--- config.mk ---
export PLATFORM = sky130hd
export DESIGN_NAME = fetch_unit_flat
export DESIGN_NICKNAME = d
export VERILOG_FILES = /design/src/rtl/fetch_if.sv /design/src/rtl/fetch_unit.sv /design/src/flat_wrapper.sv
export SDC_FILE = /design/constraint.sdc
export NUM_CORES = 1
export LEC_CHECK = 0
export BUFFER_PORTS_ARGS = -buffer_cell sky130_fd_sc_hd__buf_2
export CAP_MARGIN = 10
export CORE_MARGIN = 2
export CORE_UTILIZATION = 41
export DETAILED_ROUTE_END_ITERATION = 12
export PLACE_DENSITY = 0.77
export SYNTH_ARGS = -nofsm -noshare
export SYNTH_HDL_FRONTEND = slang
export SYNTH_SLANG_ARGS = --single-unit
--- constraint.sdc ---
create_clock -name clk -period 1.4 [get_ports clk]
set_input_delay 0 -clock clk [delete_from_list [all_inputs] [get_ports clk]]
set_output_delay 0 -clock clk [all_outputs]
set_load 0.005 [all_outputs]
--- src/rtl/fetch_if.sv ---
// fetch_if: bundles the instruction-memory read port and the fetch->decode
// valid/ready handshake of fetch_unit.
//   mem_addr  : fetch unit -> memory, read address (equals pc)
//   mem_instr : memory -> fetch unit, combinational read data
//   out_valid : fetch unit -> decoder, out_instr/out_pc hold a valid instruction
//   out_ready : decoder -> fetch unit, decoder accepts this cycle
//   out_instr : fetch unit -> decoder, registered instruction
//   out_pc    : fetch unit -> decoder, address out_instr was fetched from
interface fetch_if #(
    parameter int unsigned ADDR_W  = 8,
    parameter int unsigned INSTR_W = 16
);
    logic [ADDR_W-1:0]  mem_addr;
    logic [INSTR_W-1:0] mem_instr;
    logic               out_valid;
    logic               out_ready;
    logic [INSTR_W-1:0] out_instr;
    logic [ADDR_W-1:0]  out_pc;

    modport master (
        output mem_addr,
        input  mem_instr,
        output out_valid,
        input  out_ready,
        output out_instr,
        output out_pc
    );

    modport slave (
        input  mem_addr,
        output mem_instr,
        input  out_valid,
        output out_ready,
        input  out_instr,
        input  out_pc
    );
endinterface

--- src/rtl/fetch_unit.sv ---
// fetch_unit: instruction fetch stage in front of a combinational-read
// instruction memory. Owns the program counter, captures the fetched word
// into a fetch/decode register and offers it through a valid/ready handshake.
// Supports start, stall (fetch_en low), backpressure, redirect with flush.
//
// Optional feature macro: FETCH_HALT_EN -- when defined, loading HALT_OPCODE
// delivers that word and then parks the unit in HALT until a redirect.
//
// Ports:
//   clk, rst        : clock (rising edge), asynchronous active-high reset
//   start           : pulse, leaves IDLE
//   fetch_en        : stall when low in RUN
//   redirect_valid  : branch/jump taken; redirect_addr is the new pc
//   bus (master)    : memory address/data and decoder handshake (fetch_if)
//   pc              : current program counter
//   halted          : high while in HALT
module fetch_unit #(
    parameter int unsigned         ADDR_W      = 8,
    parameter int unsigned         INSTR_W     = 16,
    parameter logic [ADDR_W-1:0]   RESET_PC    = '0,
    parameter logic [INSTR_W-1:0]  HALT_OPCODE = 16'hFFFF
) (
    input  logic              clk,
    input  logic              rst,
    input  logic              start,
    input  logic              fetch_en,
    input  logic              redirect_valid,
    input  logic [ADDR_W-1:0] redirect_addr,
    fetch_if.master           bus,
    output logic [ADDR_W-1:0] pc,
    output logic              halted
);

    typedef enum logic [1:0] {
        IDLE = 2'd0,
        RUN  = 2'd1,
        HALT = 2'd2
    } state_t;

    state_t             state_q, state_d;
    logic [ADDR_W-1:0]  pc_q, pc_d;
    logic               out_valid_q, out_valid_d;
    logic [INSTR_W-1:0] out_instr_q, out_instr_d;
    logic [ADDR_W-1:0]  out_pc_q, out_pc_d;
    logic               load;
    logic               fire;

    always_ff @(posedge clk or posedge rst) begin
        if (rst) begin
            state_q     <= IDLE;
            pc_q        <= RESET_PC;
            out_valid_q <= 1'b0;
            out_instr_q <= '0;
            out_pc_q    <= '0;
        end else begin
            state_q     <= state_d;
            pc_q        <= pc_d;
            out_valid_q <= out_valid_d;
            out_instr_q <= out_instr_d;
            out_pc_q    <= out_pc_d;
        end
    end

    always_comb begin
        state_d     = state_q;
        pc_d        = pc_q;
        out_valid_d = out_valid_q;
        out_instr_d = out_instr_q;
        out_pc_d    = out_pc_q;

        fire = out_valid_q & bus.out_ready;
        // A slot is free when the register is empty or being drained this cycle.
        load = (state_q == RUN) & fetch_en & ~redirect_valid
               & (~out_valid_q | bus.out_ready);

        if (redirect_valid) begin
            // Redirect wins over everything, flushing even an accepted word.
            pc_d        = redirect_addr;
            out_valid_d = 1'b0;
            if (state_q == HALT) begin
                state_d = RUN;
            end
        end else begin
            if ((state_q == IDLE) && start) begin
                state_d = RUN;
            end
            if (load) begin
                out_instr_d = bus.mem_instr;
                out_pc_d    = pc_q;
                out_valid_d = 1'b1;
                pc_d        = pc_q + 1'b1;
`ifdef FETCH_HALT_EN
                if (bus.mem_instr == HALT_OPCODE) begin
                    state_d = HALT;
                end
`endif
            end else if (fire) begin
                out_valid_d = 1'b0;
            end
        end
    end

    assign bus.mem_addr  = pc_q;
    assign bus.out_valid = out_valid_q;
    assign bus.out_instr = out_instr_q;
    assign bus.out_pc    = out_pc_q;
    assign pc            = pc_q;

`ifdef FETCH_HALT_EN
    assign halted = (state_q == HALT);
`else
    assign halted = 1'b0;
`endif

endmodule

--- src/flat_wrapper.sv ---
// flat-port wrapper written by rule: the top's interface ports become plain ports
module fetch_unit_flat 
#(
    parameter int unsigned         ADDR_W      = 8,
    parameter int unsigned         INSTR_W     = 16,
    parameter logic [ADDR_W-1:0]   RESET_PC    = '0,
    parameter logic [INSTR_W-1:0]  HALT_OPCODE = 16'hFFFF
)
  (clk, rst, start, fetch_en, redirect_valid, redirect_addr, pc, halted, bus_mem_addr, bus_mem_instr, bus_out_valid, bus_out_ready, bus_out_instr, bus_out_pc);
  fetch_if #(.ADDR_W(ADDR_W), .INSTR_W(INSTR_W)) bus_i ();
  input  logic clk;
  input  logic rst;
  input  logic start;
  input  logic fetch_en;
  input  logic redirect_valid;
  input  logic [ADDR_W-1:0] redirect_addr;
  output logic [ADDR_W-1:0] pc;
  output logic halted;
  output wire logic [$bits(bus_i.mem_addr)-1:0] bus_mem_addr;
  input wire logic [$bits(bus_i.mem_instr)-1:0] bus_mem_instr;
  output wire logic [$bits(bus_i.out_valid)-1:0] bus_out_valid;
  input wire logic [$bits(bus_i.out_ready)-1:0] bus_out_ready;
  output wire logic [$bits(bus_i.out_instr)-1:0] bus_out_instr;
  output wire logic [$bits(bus_i.out_pc)-1:0] bus_out_pc;
  assign bus_mem_addr = bus_i.mem_addr;
  assign bus_i.mem_instr = bus_mem_instr;
  assign bus_out_valid = bus_i.out_valid;
  assign bus_i.out_ready = bus_out_ready;
  assign bus_out_instr = bus_i.out_instr;
  assign bus_out_pc = bus_i.out_pc;
  fetch_unit #(.ADDR_W(ADDR_W), .INSTR_W(INSTR_W), .RESET_PC(RESET_PC), .HALT_OPCODE(HALT_OPCODE)) u_core (.clk(clk), .rst(rst), .start(start), .fetch_en(fetch_en), .redirect_valid(redirect_valid), .redirect_addr(redirect_addr), .bus(bus_i), .pc(pc), .halted(halted));
endmodule
== Word level (Yosys, flattened, before mapping) ==
Index checks and enable logic that the tools add are counted.

* Bits in registers: 35
* Input bits: 30
* Word-level logic and storage cells: 31

* Add/sub/neg operators: 1
* Equality and inequality tests: 3
* Muxes and demuxes: 8
* Bitwise logic cells: 7
* Reduce and logical (&&, ||, !) cells: 7

{| class="wikitable"
|+ Operator list
! kind !! count
|-
| $mux W8 || 2
|-
| $add A8 B1 Y8 const B || 1
|-
| $mux W2 || 3
|-
| $and A1 B1 Y1 || 4
|-
| $reduce_and A2 Y1 || 2
|-
| $reduce_bool A2 Y1 || 2
|-
| $mux W1 || 3
|-
| $reduce_bool A3 Y1 || 1
|-
| $eq A2 B1 Y1 const B || 1
|-
| $eq A2 B2 Y1 const B || 1
|-
| $logic_not A2 Y1 || 1
|-
| $ne A2 B1 Y1 const B || 1
|-
| $not A1 Y1 || 2
|-
| $logic_and A1 B1 Y1 || 1
|-
| $or A1 B1 Y1 || 1
|}

== Longest topological paths before layout ==
* Depth after elaboration: 6
* Gate-level depth with buffers: 5
* Gate-level depth less buffers: 5

== Worst setup path after synthesis ==
Ideal clock, no wire load.

* Path kind: reg2reg
* From: register u_core.out_valid_q (netlist: u_core.bus.out_valid)
* To: register u_core.out_instr_q[0] (netlist: u_core.bus.out_instr[0])
* Setup time: 125 ps
* Arrival: 1415 ps
* Slack: -140 ps
* Cell stages (with the launch flop): 6
* Buffers on the path: 2
* Period minus slack after synthesis: 1540 ps
* Cell sequence: dfrtp_1 > nor2b_1 > buf_6 > nor3_4 > buf_6 > mux2_2

* Longest elaborated chain between the ends: 4

{| class="wikitable"
|+ RTL lines
! item !! line !! source
|-
| from (decl) || fetch_unit.sv:42 || <nowiki>logic out_valid_q, out_valid_d;</nowiki>
|-
| from (signal assigned) || fetch_unit.sv:58 || <nowiki>out_valid_q <= out_valid_d;</nowiki>
|-
| $not A1 Y1 || fetch_unit.sv:74 || <nowiki>& (~out_valid_q | bus.out_ready);</nowiki>
|-
| $or A1 B1 Y1 || fetch_unit.sv:74 ||
|-
| $and A1 B1 Y1 || fetch_unit.sv:74 ||
|-
| $reduce_and A2 Y1 (no line) || -- ||
|-
| to (signal assigned) || fetch_unit.sv:59 || <nowiki>out_instr_q <= out_instr_d;</nowiki>
|-
| to (decl) || fetch_unit.sv:43 || <nowiki>logic [INSTR_W-1:0] out_instr_q, out_instr_d;</nowiki>
|}

Every way passes these cells.
A chain may end at the register's enable or synchronous reset.

== Final worst setup path ==
* From: register u_core.out_valid_q (netlist: u_core.bus.out_valid)
* To: register u_core.out_instr_q[11] (netlist: u_core.bus.out_instr[11])

Same word-level chain as after synthesis.

==> results by group <==
Status
  • Status: finished, final reports clean

Yosys
  • Largest area contributor in the netlist: dfrtp_1
  • Synthesized Nets: 152
  • Mapped Area: 1530 µm²
  • Register bit total from synthesis: 34
  • Cell with the most instances after synthesis: dfrtp_1
  • Top_reg_cell synth: dfrtp_1
  • Synth top area cells: dfrtp_1, mux2_2, buf_4
  • Avg Inst Size Synth: about 13 µm²
  • Post-synth EDFFs: 0
  • Yosys cell types: 25
  • Post-synth top area share: 55.5%
  • Cell count after synthesis: 121
  • Top cells by count, synth: dfrtp_1, mux2_2, buf_4, nand2_1, o21ai_0
  • Async SR Flop Fraction: 100%
  • Register area share after synthesis: around 55%
  • Synth warnings: 0

Placed design
  • Routability Congestion: 0.766
  • Final HPWL from detailed placement: 2.25 mm
  • Placed cell count: 235
  • Buffers on Ports: 70

Worst setup path
  • CP endpoint kind: register
  • Slowest stage delay, CP: 380 ps
  • Worst r2r src: u_core.bus.out_valid
  • CP max stage cell: dfrtp_1
  • Reg2reg end: u_core.bus.out_instr[11]
  • Crit path max-delay family: flip-flops
  • CP Launch Type: register
  • Worst Path Max Fanout: 24
  • Crit path DAT: between 1500 and 2000 ps
  • Required @ worst endpoint: roughly 1600 ps
  • Flop-to-flop setup slack: 10 ps
  • Worst r2r path cells: 4
  • Buffers & Inverters on Critical Path: 1
  • Worst Setup EP: u_core.bus.out_instr[11]
  • Levels on crit path: 4
  • Crit path launch: u_core.bus.out_valid
  • Critical-path cell list: nor2b_4 -> nor3_4 -> buf_12 -> mux2_2
  • Setup CP Type: reg2reg

Layout
  • Final Util: 64.2%
  • Layout cells sized above 1: between 50% and 60%
  • ANT cells: 0
  • Fillcell total: 279
  • Area grow syn2layout: 52.0%
  • Non-filler cells, final: 269
  • Area of the multi-input gates: 619 µm²
  • Register area: ~850 µm²
  • Nets: 252

CTS
  • CTS root buf: clkbuf_8
  • CTS clk-pin slew, worst paths: 60 ps
  • Worst-skew pair later-pin latency: 280 ps
  • Num CTS Buffers: 5
  • CTS Sinks: 34
  • CTS tree: yes
  • Htree depth: 2
  • Clock Tree Buf Depth: 2

Routing
  • Routed WL: 3.69 mm
  • # DRC: 0
  • DR iter-0 viols: 28
  • Final ANT Viol Nets: 0
  • Via Count: 1261
  • Detailed-route wire length per cell: ~14 µm
  • Vias per std cell: 4.69
  • Detailed Routing Iterations Pass 1: 4

Floorplan
  • Core Rows: 22
  • Die width: ~65 µm
  • Core area: 3630 µm²
  • Die area: approximately 4200 µm²
  • I/O Pins: 72
  • Initial Util: 42.2%
  • Die Height: 65.2 µm

Global route
  • First-pass GRT wire length: slightly below 6 mm
  • Initial antenna violation count: 0
  • Total GRT Usage: 18.4%
  • Vias in the first global route: 1261
  • Largest net degree at the start of global routing: 35
  • Overflow after GRT: 0

Worst hold path
  • Hold WC Path Type: in2reg

Timing
  • RSZ-0062 raised after global routing: yes
  • Clock Skew: 3.75 ps
  • Final critical-path required period: 1390 ps
  • Fin crit share: between 90% and 100%
  • Final TNS setup: 0 ps
  • Endpoints failing hold: 0
  • Slew Limit Fails: 0
  • F_max: 722 MHz
  • Final setup fails: 0

Run
  • Max-cap violation count: 0

Power and ir drop
  • Leakage Power: around 1.2 nW
  • Pwr Density: between 1000 and 1500 nW/µm²
  • IR drop worst, VDD: 0.746 mV
-- registers in the layout (all words and copies together), names as in the netlist --
register,flops
u_core.bus.mem_addr,8
u_core.bus.out_valid,1
u_core.bus.out_instr,16
u_core.bus.out_pc,8
u_core.state_q,1
-- worst min-delay path by stage --
stage	from	end	slack, ps	cells past startpoint
CTS	bus_out_ready	u_core.bus.out_valid	80	4
floorplan	redirect_addr[6]	u_core.bus.mem_addr[6]	120	2
global placement	rst	u_core.bus.out_instr[0]	110	3
global route	bus_out_ready	u_core.bus.out_valid	110	4
detailed placement	rst	u_core.bus.out_instr[0]	110	3
finish	bus_out_ready	u_core.bus.out_valid	80	4
-- cell usage in the layout, fill, tap and decap left out --
cell | Yosys | routed
clkbuf_8 | 0 | 5
a21oi_1 | 1 | 1
inv_1 | 4 | 4
buf_2 | 0 | 70
mux2_2 | 24 | 10
buf_4 | 9 | 9
clkinv_2 | 0 | 2
a31oi_1 | 1 | 1
dfrtp_1 | 34 | 34
nand2_2 | 1 | 1
a21o_1 | 2 | 2
nor4b_2 | 2 | 2
nor4_1 | 1 | 1
dlygate4sd3_1 | 0 | 27
buf_12 | 0 | 1
mux2_4 | 0 | 14
nand4_1 | 1 | 1
nand3_1 | 3 | 3
nor2_1 | 4 | 4
nand2_1 | 8 | 8
o21ai_0 | 7 | 7
conb_1 | 1 | 1
mux2i_1 | 1 | 1
nor3b_1 | 1 | 1
xnor2_1 | 6 | 6
ha_1 | 1 | 1
nor3_4 | 1 | 1
nor2b_4 | 0 | 1
nor3_1 | 2 | 2
-- where the power goes --
group	switching, W	leakage, nW	internal [W]
clock network	0.000342	0.0438	0.000333
logic	0.000275	0.706	0.000448
registers	0.0000934	0.402	0.00115
-- cell families after synthesis --
kind of cell / share of synthesized area (%)
compound gates: 4.00
xor+xnor: 3.43
fa+ha+maj: 0.816
buf+inv: 8.07
flops: 55.5
mux: 18.3
other cells: 0.244
simple gates: 9.71
-- final cells by class --
type | instances | share of cell area [%]
clock buffer | 5 | 2.95
tap | 48 | 2.58
inverter | 4 | 0.644
sequential | 34 | 36.5
clock inverter | 2 | 0.429
timing repair buffer | 107 | 30.4
multi-input combinational | 69 | 26.6
-- routing by layer --
layer  vias up  share of wire [%]  GRT usage (%)
met5         -                  0              0
met4         0                2.1           9.38
met3         8                5.5           3.42
met2        47                 50           31.4
met1       605                 42           22.1
li1        601                  -              -
-- repair_timing --
item,4_1_cts,5_1_grt
endpoints found under the setup margin,0,18
hold buffers,27,0
buffers inserted,0,0
endpoints found under the hold margin,60,0
resized for setup,0,3
-- stage by stage --
stage / total power (W) / setup WS (ps) / hold WS [ps] / area, µm²
after floorplan: 0.00163 / -87.9 / 117 / 1580
after global placement: 0.00190 / 47.8 / 112 / 1970
after detailed placement: 0.00191 / 11.7 / 113 / 1970
after CTS: 0.00266 / 8.69 / 79.5 / 2320
after global routing: 0.00281 / -47.8 / 115 / 2330
final: 0.00265 / 14.8 / 85.0 / 2330
-- worst reg2reg max path, cell delays in order, from the launching register on --
cell     delay (ps)
dfrtp_1         380
nor2b_4         170
nor3_4          150
buf_12          230
mux2_2          350
Note: power is estimated with default switching activity, not from simulation.
